### config.mk
export PLATFORM = sky130hd
export DESIGN_NAME = nal_packetizer_flat
export DESIGN_NICKNAME = d
export VERILOG_FILES = /design/src/rtl/nal_packetizer_if.sv /design/src/rtl/nal_packetizer.sv /design/src/flat_wrapper.sv
export SDC_FILE = /design/constraint.sdc
export NUM_CORES = 1
export LEC_CHECK = 0
export CAP_MARGIN = 20
export CORE_ASPECT_RATIO = 0.5
export CORE_MARGIN = 3
export CORE_UTILIZATION = 40
export CTS_CLUSTER_SIZE = 8
export DETAILED_ROUTE_END_ITERATION = 8
export HOLD_SLACK_MARGIN = 0.03
export PLACE_DENSITY = 0.7
export SLEW_MARGIN = 20
export SYNTH_ARGS = -nofsm -noshare
export SYNTH_HDL_FRONTEND = slang
export SYNTH_SLANG_ARGS = --single-unit
### constraint.sdc
create_clock -name clk -period 3.9 [get_ports clk]
set_input_delay 1.17 -clock clk [delete_from_list [all_inputs] [get_ports clk]]
set_output_delay 1.17 -clock clk [all_outputs]
set_load 0.01 [all_outputs]
### src/rtl/nal_packetizer_if.sv
// Byte-stream handshake bundle for the NAL packetizer: start request, payload in, Annex-B out.
// The slave modport is the packetizer; the master modport is the surrounding logic.
interface nal_packetizer_if;
    logic       nal_start;
    logic [7:0] nal_type_in;
    logic       start_ready;
    logic [7:0] pay_data;
    logic       pay_valid;
    logic       pay_last;
    logic       pay_ready;
    logic [7:0] bs_data;
    logic       bs_valid;
    logic       bs_ready;

    modport master (
        output nal_start, nal_type_in, pay_data, pay_valid, pay_last, bs_ready,
        input  start_ready, pay_ready, bs_data, bs_valid
    );

    modport slave (
        input  nal_start, nal_type_in, pay_data, pay_valid, pay_last, bs_ready,
        output start_ready, pay_ready, bs_data, bs_valid
    );
endinterface

### src/rtl/nal_packetizer.sv
// Annex-B NAL writer: start code, header byte, then payload with emulation-prevention bytes.
// A single registered output byte feeds the downstream valid/ready consumer.
module nal_packetizer #(
    parameter int unsigned MAX_PAYLOAD_BYTES = 383,
    parameter int unsigned CNT_WIDTH         = 10
) (
    input  logic                 clk,
    input  logic                 rst_n,
    nal_packetizer_if.slave      bus,
    output logic                 nal_done,
    output logic [CNT_WIDTH-1:0] nal_bytes,
    output logic [7:0]           epb_count,
    output logic                 error_overflow
);

    typedef enum logic [3:0] {
        StIdle, StSc1, StSc2, StSc3, StHdr, StPayload, StEpb, StTrailEpb, StFlush
    } state_e;

    state_e               state_q, state_d;
    logic [7:0]           type_q, type_d;
    logic [7:0]           bs_data_q, bs_data_d;
    logic                 bs_valid_q, bs_valid_d;
    logic [1:0]           zero_run_q, zero_run_d;
    logic [CNT_WIDTH-1:0] pay_cnt_q, pay_cnt_d;
    logic [CNT_WIDTH-1:0] nal_bytes_q, nal_bytes_d;
    logic [7:0]           epb_q, epb_d;
    logic                 ovf_q, ovf_d;

    logic can_load, load, count_byte, count_epb, dropping, need_epb;

    always_comb begin
        state_d     = state_q;
        type_d      = type_q;
        bs_data_d   = bs_data_q;
        zero_run_d  = zero_run_q;
        pay_cnt_d   = pay_cnt_q;
        nal_bytes_d = nal_bytes_q;
        epb_d       = epb_q;
        ovf_d       = ovf_q;
        load        = 1'b0;
        count_byte  = 1'b0;
        count_epb   = 1'b0;
        nal_done    = 1'b0;
        bus.pay_ready = 1'b0;

        can_load = !bs_valid_q || bus.bs_ready;
        dropping = pay_cnt_q >= CNT_WIDTH'(MAX_PAYLOAD_BYTES);
        need_epb = bus.pay_valid && !dropping && (zero_run_q == 2'd2) && (bus.pay_data <= 8'h03);

        unique case (state_q)
            StIdle: begin
                // Output register is always empty here, so the first 00 loads on accept.
                if (bus.nal_start) begin
                    load        = 1'b1;
                    bs_data_d   = 8'h00;
                    type_d      = bus.nal_type_in;
                    zero_run_d  = 2'd0;
                    pay_cnt_d   = '0;
                    nal_bytes_d = '0;
                    epb_d       = '0;
                    ovf_d       = 1'b0;
                    state_d     = StSc1;
                end
            end
            StSc1: if (can_load) begin
                load = 1'b1; bs_data_d = 8'h00; state_d = StSc2;
            end
            StSc2: if (can_load) begin
                load = 1'b1; bs_data_d = 8'h00; state_d = StSc3;
            end
            StSc3: if (can_load) begin
                load = 1'b1; bs_data_d = 8'h01; state_d = StHdr;
            end
            StHdr: if (can_load) begin
                load       = 1'b1;
                bs_data_d  = type_q;
                count_byte = 1'b1;
                zero_run_d = 2'd0;
                state_d    = StPayload;
            end
            StPayload: begin
                if (dropping) begin
                    // Past the buffer limit: swallow bytes, trailing EPB follows the last emitted one.
                    bus.pay_ready = 1'b1;
                    if (bus.pay_valid) begin
                        ovf_d = 1'b1;
                        if (bus.pay_last) state_d = (zero_run_q != 2'd0) ? StTrailEpb : StFlush;
                    end
                end else begin
                    bus.pay_ready = can_load && !need_epb;
                    if (need_epb) begin
                        state_d = StEpb;
                    end else if (bus.pay_valid && can_load) begin
                        load       = 1'b1;
                        bs_data_d  = bus.pay_data;
                        count_byte = 1'b1;
                        pay_cnt_d  = pay_cnt_q + 1'b1;
                        if (bus.pay_data == 8'h00) begin
                            zero_run_d = (zero_run_q == 2'd2) ? 2'd2 : zero_run_q + 2'd1;
                        end else begin
                            zero_run_d = 2'd0;
                        end
                        if (bus.pay_last) begin
                            state_d = (bus.pay_data == 8'h00) ? StTrailEpb : StFlush;
                        end
                    end
                end
            end
            StEpb, StTrailEpb: if (can_load) begin
                load       = 1'b1;
                bs_data_d  = 8'h03;
                count_byte = 1'b1;
                count_epb  = 1'b1;
                zero_run_d = 2'd0;
                state_d    = (state_q == StEpb) ? StPayload : StFlush;
            end
            StFlush: if (can_load) begin
                nal_done = 1'b1;
                state_d  = StIdle;
            end
            default: state_d = StIdle;
        endcase

        if (count_byte && !(&nal_bytes_q)) nal_bytes_d = nal_bytes_q + 1'b1;
        if (count_epb && !(&epb_q)) epb_d = epb_q + 8'd1;

        if (load) begin
            bs_valid_d = 1'b1;
        end else if (bus.bs_ready) begin
            bs_valid_d = 1'b0;
        end else begin
            bs_valid_d = bs_valid_q;
        end
    end

    always_ff @(posedge clk or negedge rst_n) begin
        if (!rst_n) begin
            state_q     <= StIdle;
            type_q      <= 8'h00;
            bs_data_q   <= 8'h00;
            bs_valid_q  <= 1'b0;
            zero_run_q  <= 2'd0;
            pay_cnt_q   <= '0;
            nal_bytes_q <= '0;
            epb_q       <= 8'h00;
            ovf_q       <= 1'b0;
        end else begin
            state_q     <= state_d;
            type_q      <= type_d;
            bs_data_q   <= bs_data_d;
            bs_valid_q  <= bs_valid_d;
            zero_run_q  <= zero_run_d;
            pay_cnt_q   <= pay_cnt_d;
            nal_bytes_q <= nal_bytes_d;
            epb_q       <= epb_d;
            ovf_q       <= ovf_d;
        end
    end

    assign bus.start_ready = (state_q == StIdle);
    assign bus.bs_data     = bs_data_q;
    assign bus.bs_valid    = bs_valid_q;
    assign nal_bytes       = nal_bytes_q;
    assign epb_count       = epb_q;
    assign error_overflow  = ovf_q;

endmodule
### src/flat_wrapper.sv
// flat-port wrapper written by rule: the top's interface ports become plain ports
module nal_packetizer_flat 
#(
    parameter int unsigned MAX_PAYLOAD_BYTES = 383,
    parameter int unsigned CNT_WIDTH         = 10
)
  (clk, rst_n, nal_done, nal_bytes, epb_count, error_overflow, bus_nal_start, bus_nal_type_in, bus_pay_data, bus_pay_valid, bus_pay_last, bus_bs_ready, bus_start_ready, bus_pay_ready, bus_bs_data, bus_bs_valid);
  nal_packetizer_if bus_i ();
  input  logic clk;
  input  logic rst_n;
  output logic nal_done;
  output logic [CNT_WIDTH-1:0] nal_bytes;
  output logic [7:0] epb_count;
  output logic error_overflow;
  input wire logic [$bits(bus_i.nal_start)-1:0] bus_nal_start;
  input wire logic [$bits(bus_i.nal_type_in)-1:0] bus_nal_type_in;
  input wire logic [$bits(bus_i.pay_data)-1:0] bus_pay_data;
  input wire logic [$bits(bus_i.pay_valid)-1:0] bus_pay_valid;
  input wire logic [$bits(bus_i.pay_last)-1:0] bus_pay_last;
  input wire logic [$bits(bus_i.bs_ready)-1:0] bus_bs_ready;
  output wire logic [$bits(bus_i.start_ready)-1:0] bus_start_ready;
  output wire logic [$bits(bus_i.pay_ready)-1:0] bus_pay_ready;
  output wire logic [$bits(bus_i.bs_data)-1:0] bus_bs_data;
  output wire logic [$bits(bus_i.bs_valid)-1:0] bus_bs_valid;
  assign bus_i.nal_start = bus_nal_start;
  assign bus_i.nal_type_in = bus_nal_type_in;
  assign bus_i.pay_data = bus_pay_data;
  assign bus_i.pay_valid = bus_pay_valid;
  assign bus_i.pay_last = bus_pay_last;
  assign bus_i.bs_ready = bus_bs_ready;
  assign bus_start_ready = bus_i.start_ready;
  assign bus_pay_ready = bus_i.pay_ready;
  assign bus_bs_data = bus_i.bs_data;
  assign bus_bs_valid = bus_i.bs_valid;
  nal_packetizer #(.MAX_PAYLOAD_BYTES(MAX_PAYLOAD_BYTES), .CNT_WIDTH(CNT_WIDTH)) u_core (.clk(clk), .rst_n(rst_n), .bus(bus_i), .nal_done(nal_done), .nal_bytes(nal_bytes), .epb_count(epb_count), .error_overflow(error_overflow));
endmodule
* After elaboration in Yosys (flattened, before gate mapping) *
Index checks and enable logic that the tools add are counted.

cells by class
  $add $sub $neg = 4
  $lt $le $gt $ge = 2
  equality and inequality tests = 27
  mux-type cells = 60
  reduce and logical (&&, ||, !) cells = 38

operators with widths
  operator                                                            count
  two-way mux 8 bit                                                   10
  two-way mux 4 bit                                                   16
  two-way mux 10 bit                                                  6
  case mux 8 bit (6 select lines)                                     1
  case mux 4 bit (8 select lines)                                     1
  adder 10 x 1 -> 10 bit, second input constant                       2
  != test 2 x 1 -> 1 bit, second input constant                       10
  case mux 10 bit (2 select lines)                                    1
  equality test 4 x 3 -> 1 bit, second input constant                 4
  two-way mux 1 bit                                                   14
  two-way mux 2 bit                                                   7
  nonzero test 2 bit                                                  7
  AND reduction 11 bit                                                1
  greater-or-equal comparator 10 x 9 -> 1 bit, second input constant  1
  AND reduction 10 bit                                                1
  AND reduction 9 bit                                                 1
  adder 8 x 1 -> 8 bit, second input constant                         1
  equality test 4 x 2 -> 1 bit, second input constant                 2
  less-or-equal comparator 8 x 2 -> 1 bit, second input constant      1
  logical NOT 8 bit                                                   1
  != test 2 bit, second input constant                                4
  AND reduction 8 bit                                                 1
  logical AND 1 bit                                                   7
  != test 3 bit, second input constant                                2
  other kinds (21)                                                    29

storage, ports and cells
  register bits = 52
  bits of input ports = 22
  output and inout bits = 31

* Depth between registers and ports, before layout *
  word-level depth = 11
  gate-level depth with buffers = 8

* Worst setup path after synthesis *
OpenSTA, ideal clock, no wires.

  path type = input to output
  start point = input port bus_pay_data[3]
  end point = output port bus_pay_ready
  data arrival time = 1918 ps
  required time = 2730 ps
  slack = 812 ps
  cell stages on the path = 4
  path buffers = 0
  cells stage by stage = nor4_2 nand4_1 a21oi_1 nor2_1

on the way
  cells in the longest elaborated chain, start to end = 6

RTL lines
  what                                     line                  RTL
  from (decl)                              flat_wrapper.sv:17    input wire logic [$bits(bus_i.pay_data)-1:0] bus_pay_data;
  less-or-equal comparator 8 x 2 -> 1 bit  nal_packetizer.sv:49  need_epb = bus.pay_valid && !dropping && (zero_run_q == 2'd2) && (bus.pay_data <= 8'h03);
  logical AND 1 bit                        nal_packetizer.sv:49
  logical NOT 1 bit                        nal_packetizer.sv:91  bus.pay_ready = can_load && !need_epb;
  logical AND 1 bit                        nal_packetizer.sv:91
  two-way mux 1 bit                        nal_packetizer.sv:83  if (dropping) begin
  two-way mux 1 bit                        nal_packetizer.sv:51  unique case (state_q)
  to (decl)                                flat_wrapper.sv:22    output wire logic [$bits(bus_i.pay_ready)-1:0] bus_pay_ready;

Every way passes these cells.

* Worst setup path after layout *
  start point = input port bus_pay_data[4]
  end point = output port bus_pay_ready

Same word-level chain as after synthesis.

==> results summary <==
In the final layout, the share of cells above drive strength 1 is 0.131. The beginning of the critical path is bus_pay_data[4]. The async set or reset register ratio after synthesis is 1.00. The switching power total came out at 740 µW.

In the synthesized netlist the dominant register cell turns out to be sky130_fd_sc_hd__dfrtp_1. The number of instances in the synthesized netlist is 321. The sequential fraction of the synthesis area came out at 0.434. The combinational group share of total power is 0.377.

The critical path is of the in -> out type. The post-synthesis share of cell area spent on and, or, nand and nor gates is 0.241. At the later pin of the worst-skew pair, clock insertion delay measures 290 ps. The number of nets with antenna violations after detailed routing is 0.

The cell area after synthesis came out at 0.00300 mm². The congestion estimate from routability-driven global placement came to 0.882. The slowest stage of the critical path belongs to the cell sky130_fd_sc_hd__clkdlybuf4s50_1. Averaged over all synthesized cells, the footprint is 9.33 µm². The worst path needs 3820 ps of the cycle, external delays included. The placeable core area is 0.00696 mm². For this configuration, the core starts out at a cell density of 0.430. After global routing the overflow that remains totals 0.

The data arrival time of the critical path came out at 2650 ps. The clock-pin slew of the registers on the worst-case setup and hold paths is 70 ps. The critical path ends at bus_pay_ready. The slew at the pin closest to its max-slew limit came out at 670 ps. The run finished with clean final reports.

The post-synthesis to final-layout area growth is 29.1%. The hold violation count in the final report came out at 0. At the worst endpoint, the required time is 2730 ps. The worst setup path is captured at an output pin. The routed design has 7530 µm of wire. Yosys mapped the design onto 54 distinct sky130hd cell types. After the last flow step, the layout net total stands at 410.

The share of the clock period used by the worst path came out at 0.979. The post-synthesis compound-gate area fraction was 0.178. The wire length of the first global-routing pass came out at 12800 µm.

0 antenna diodes ended up in the layout. The clock sink count is 52. Internal power comes to 1340 µW. Setup repair after global routing left no endpoint under its margin. The critical path goes through clkdlybuf4s50_1, nor4_4, nand4_1, a21oi_1, nor2_1, dlygate4sd2_1. Among all cell types in the netlist, the one instantiated most often is sky130_fd_sc_hd__dfrtp_1.

The highest net fanout along the worst path is 2. The total DRC errors in the routed layout came out at 0. The hold buffer count at cts came out at 0. TritonCTS built the clock tree.

After synthesis, the most frequently instantiated cells are sky130_fd_sc_hd__dfrtp_1, sky130_fd_sc_hd__nand2_1, sky130_fd_sc_hd__o21ai_0, sky130_fd_sc_hd__nor2_1, sky130_fd_sc_hd__clkbuf_1. For this run, the number of Yosys warnings is 0. The buffer depth of the longest clock path came out at 2.

From left edge to right edge, the die measures 128 µm. Measured in cells, the most critical reg-to-reg path has a length of 7. The total nets after synthesis came out at 349. The wire length per cell after detailed routing is 15.8 µm. The post-CTS setup buffer count came out at 0.

The power per cell area came out at 537 mW/mm². Of the total synthesized cell area, the portion taken by full adders, half adders and majority gates is 0.0251. The die covers 0.00863 mm². The number of global-route vias before repair came out at 2634. The sequential fraction of design power is 0.382. The via total after detailed routing came out at 2657. The worst register-to-register path begins at u_core.zero_run_q[0]$_DFFE_PN0P_.

In this run, synthesis produced a sequential element count of 52. The number of port buffers is 52. The number of design-rule violations left by the first detailed-router iteration is 163.

The tool flagged a number of max-cap violations equal to 0. The final setup violation count is 0. The design draws 2080 µW. The number of vias per cell is 5.59. The final sum of negative setup slack came out at 0 ps. The largest net degree at the start of global routing came out at 53. The maximum vdd drop is 0.231 mV. The initial antenna violation count is 0.

The max-slew violation count came out at 0. The static leakage came out at 0.00170 µW. The length of the first detailed-routing pass in iterations came out at 4.

The relative slew slack came out at 0.553. The worst setup path is launched from an input pin. The total routing resource utilization after global routing is 0.185. The switching power as a share of total power came out at 0.357. The count of H-tree levels built during CTS is 2.

The worst hold path belongs to the class reg -> reg. The xor/xnor share of the synthesized area is 0.0146. In this run the critical register-to-register path is captured at u_core.bus.bs_data[0]$_DFFE_PN0P_. The delay of the slowest cell on the worst path is 480 ps. The HPWL after detailed placement came out at 5530 µm. The fraction of synthesized area in multiplexers came out at 0.0714. CTS placed an instance of sky130_fd_sc_hd__clkbuf_16 at the clock tree root. The portion of synthesized cell area occupied by the leading cell type came out at 0.434.

Clock skew on the completed layout was measured at 6.34 ps. After synthesis, the largest family of logic cells by area is simple AND/OR/NAND/NOR gates. By area the synthesized netlist is led by sky130_fd_sc_hd__dfrtp_1, sky130_fd_sc_hd__nand2_1, sky130_fd_sc_hd__mux2_2. The cell row count is 21.

The register-to-register path setup slack came out at 1490 ps. The number of buffers added by the clock tree synthesis step came out at 5. The share of power burned in the clock network came out at 0.241. In this run the vertical extent of the chip is 67.2 µm. During I/O placement, the number of pins put on the boundary was 53. The number of synthesized flops with an enable pin is 0.

Static timing analysis puts the maximum clock frequency at 262 MHz. The biggest area consumer among synthesized cells is sky130_fd_sc_hd__dfrtp_1.
## metrics by stage
step,cell area (µm²),std cells,util,setup WS [ps],hold slack [ps]
2_1_floorplan,3000,321,-,812,438
3_3_place_gp,3700,467,0.531,-136,466
3_5_place_dp,3700,467,0.531,-95.5,473
4_1_cts,3860,475,0.554,76.9,492
5_1_grt,3870,475,0.555,37.1,516
6_report,3870,475,0.555,81.3,492
## worst max-delay path, delay by kind of cell
family | cells | cell delay, ps
and+or+nand+nor | 3 | 550
buffers and inverters | 2 | 750
AOI/OAI and AO/OA | 1 | 180
## cells in the final DEF, fill, tap and decap left out, types with 4 or more instances in the layout
cell type	count
sky130_fd_sc_hd__clkbuf_16	5
sky130_fd_sc_hd__nor2b_1	6
sky130_fd_sc_hd__nand3_1	13
sky130_fd_sc_hd__nor3_1	9
sky130_fd_sc_hd__dfrtp_1	52
sky130_fd_sc_hd__xnor2_1	5
sky130_fd_sc_hd__nor2_1	16
sky130_fd_sc_hd__o21ai_0	19
sky130_fd_sc_hd__nand2_1	45
sky130_fd_sc_hd__a31oi_1	4
sky130_fd_sc_hd__buf_4	18
sky130_fd_sc_hd__mux2i_1	9
sky130_fd_sc_hd__ha_1	6
sky130_fd_sc_hd__nor4_1	9
sky130_fd_sc_hd__and3_1	6
sky130_fd_sc_hd__a21oi_1	10
sky130_fd_sc_hd__a22o_1	7
sky130_fd_sc_hd__inv_1	11
sky130_fd_sc_hd__mux2_2	11
sky130_fd_sc_hd__a221o_1	4
sky130_fd_sc_hd__and2_1	6
sky130_fd_sc_hd__a21o_1	5
sky130_fd_sc_hd__and4_1	4
sky130_fd_sc_hd__nand2b_1	4
sky130_fd_sc_hd__clkdlybuf4s50_1	50
sky130_fd_sc_hd__nand4_1	7
## logic make-up (layout without fill, tap and decap cells)
kind of cell | after synthesis | in the layout
DFF | 52 | 52
muxes | 20 | 20
AOI/OAI and AO/OA | 74 | 74
buffers and inverters | 27 | 89
adders and majority gates | 6 | 6
xor gates and xnor gates | 5 | 5
and+or+nand+nor | 137 | 137
## how the worst min path moves through the flow
stage / from / endpoint / slack (ps) / depth (start not counted)
after floorplan: u_core.type_q[0]$_DFFE_PN0P_ / u_core.type_q[0]$_DFFE_PN0P_ / 440 / 2
after global placement: u_core.type_q[4]$_DFFE_PN0P_ / u_core.type_q[4]$_DFFE_PN0P_ / 470 / 2
after detailed placement: u_core.type_q[7]$_DFFE_PN0P_ / u_core.type_q[7]$_DFFE_PN0P_ / 470 / 2
after CTS: u_core.type_q[6]$_DFFE_PN0P_ / u_core.type_q[6]$_DFFE_PN0P_ / 490 / 2
after global routing: u_core.pay_cnt_q[9]$_DFFE_PN0P_ / u_core.pay_cnt_q[9]$_DFFE_PN0P_ / 520 / 1
final: u_core.type_q[7]$_DFFE_PN0P_ / u_core.type_q[7]$_DFFE_PN0P_ / 490 / 2
## power by group through the flow
stage               combinational (µW)  clock, µW  sequential [µW]
floorplan                          510          0              752
global placement                   758          0              788
detailed placement                 782          0              796
CTS                                786        507              787
global route                       869        527              811
finish                             783        500              792
## routing by layer
layer | global-route usage | part of all wire | vias to the layer above
li1 | - | - | 1302
met1 | 0.247 | 0.47 | 1283
met2 | 0.312 | 0.47 | 66
met3 | 0.0371 | 0.048 | 6
met4 | 0.0437 | 0.0073 | 0
met5 | 0 | 0 | -
## layout make-up
type	instances	area, µm²
fill	618	3100
multi-input combinational	242	1600
sequential	52	1300
timing repair buffer	70	649
clock buffer	6	129
tap	92	115
inverter	11	41.3
clock inverter	2	35.0
## flip-flops by register name (all words and copies together), names as in the netlist
| register | count |
|---|---|
| u_core.nal_bytes | 10 |
| u_core.pay_cnt_q | 10 |
| u_core.bus.bs_data | 8 |
| u_core.epb_count | 8 |
| u_core.type_q | 8 |
| u_core.state_q | 4 |
| u_core.zero_run_q | 2 |
| u_core.bus.bs_valid | 1 |
| u_core.error_overflow | 1 |
## repair_timing
item | CTS | global route
setup endpoints to repair | 1 | 1
pin swaps | 2 | 0
cloned | 0 | 0
resized for setup | 1 | 1
(Power assumes the default switching activity.)
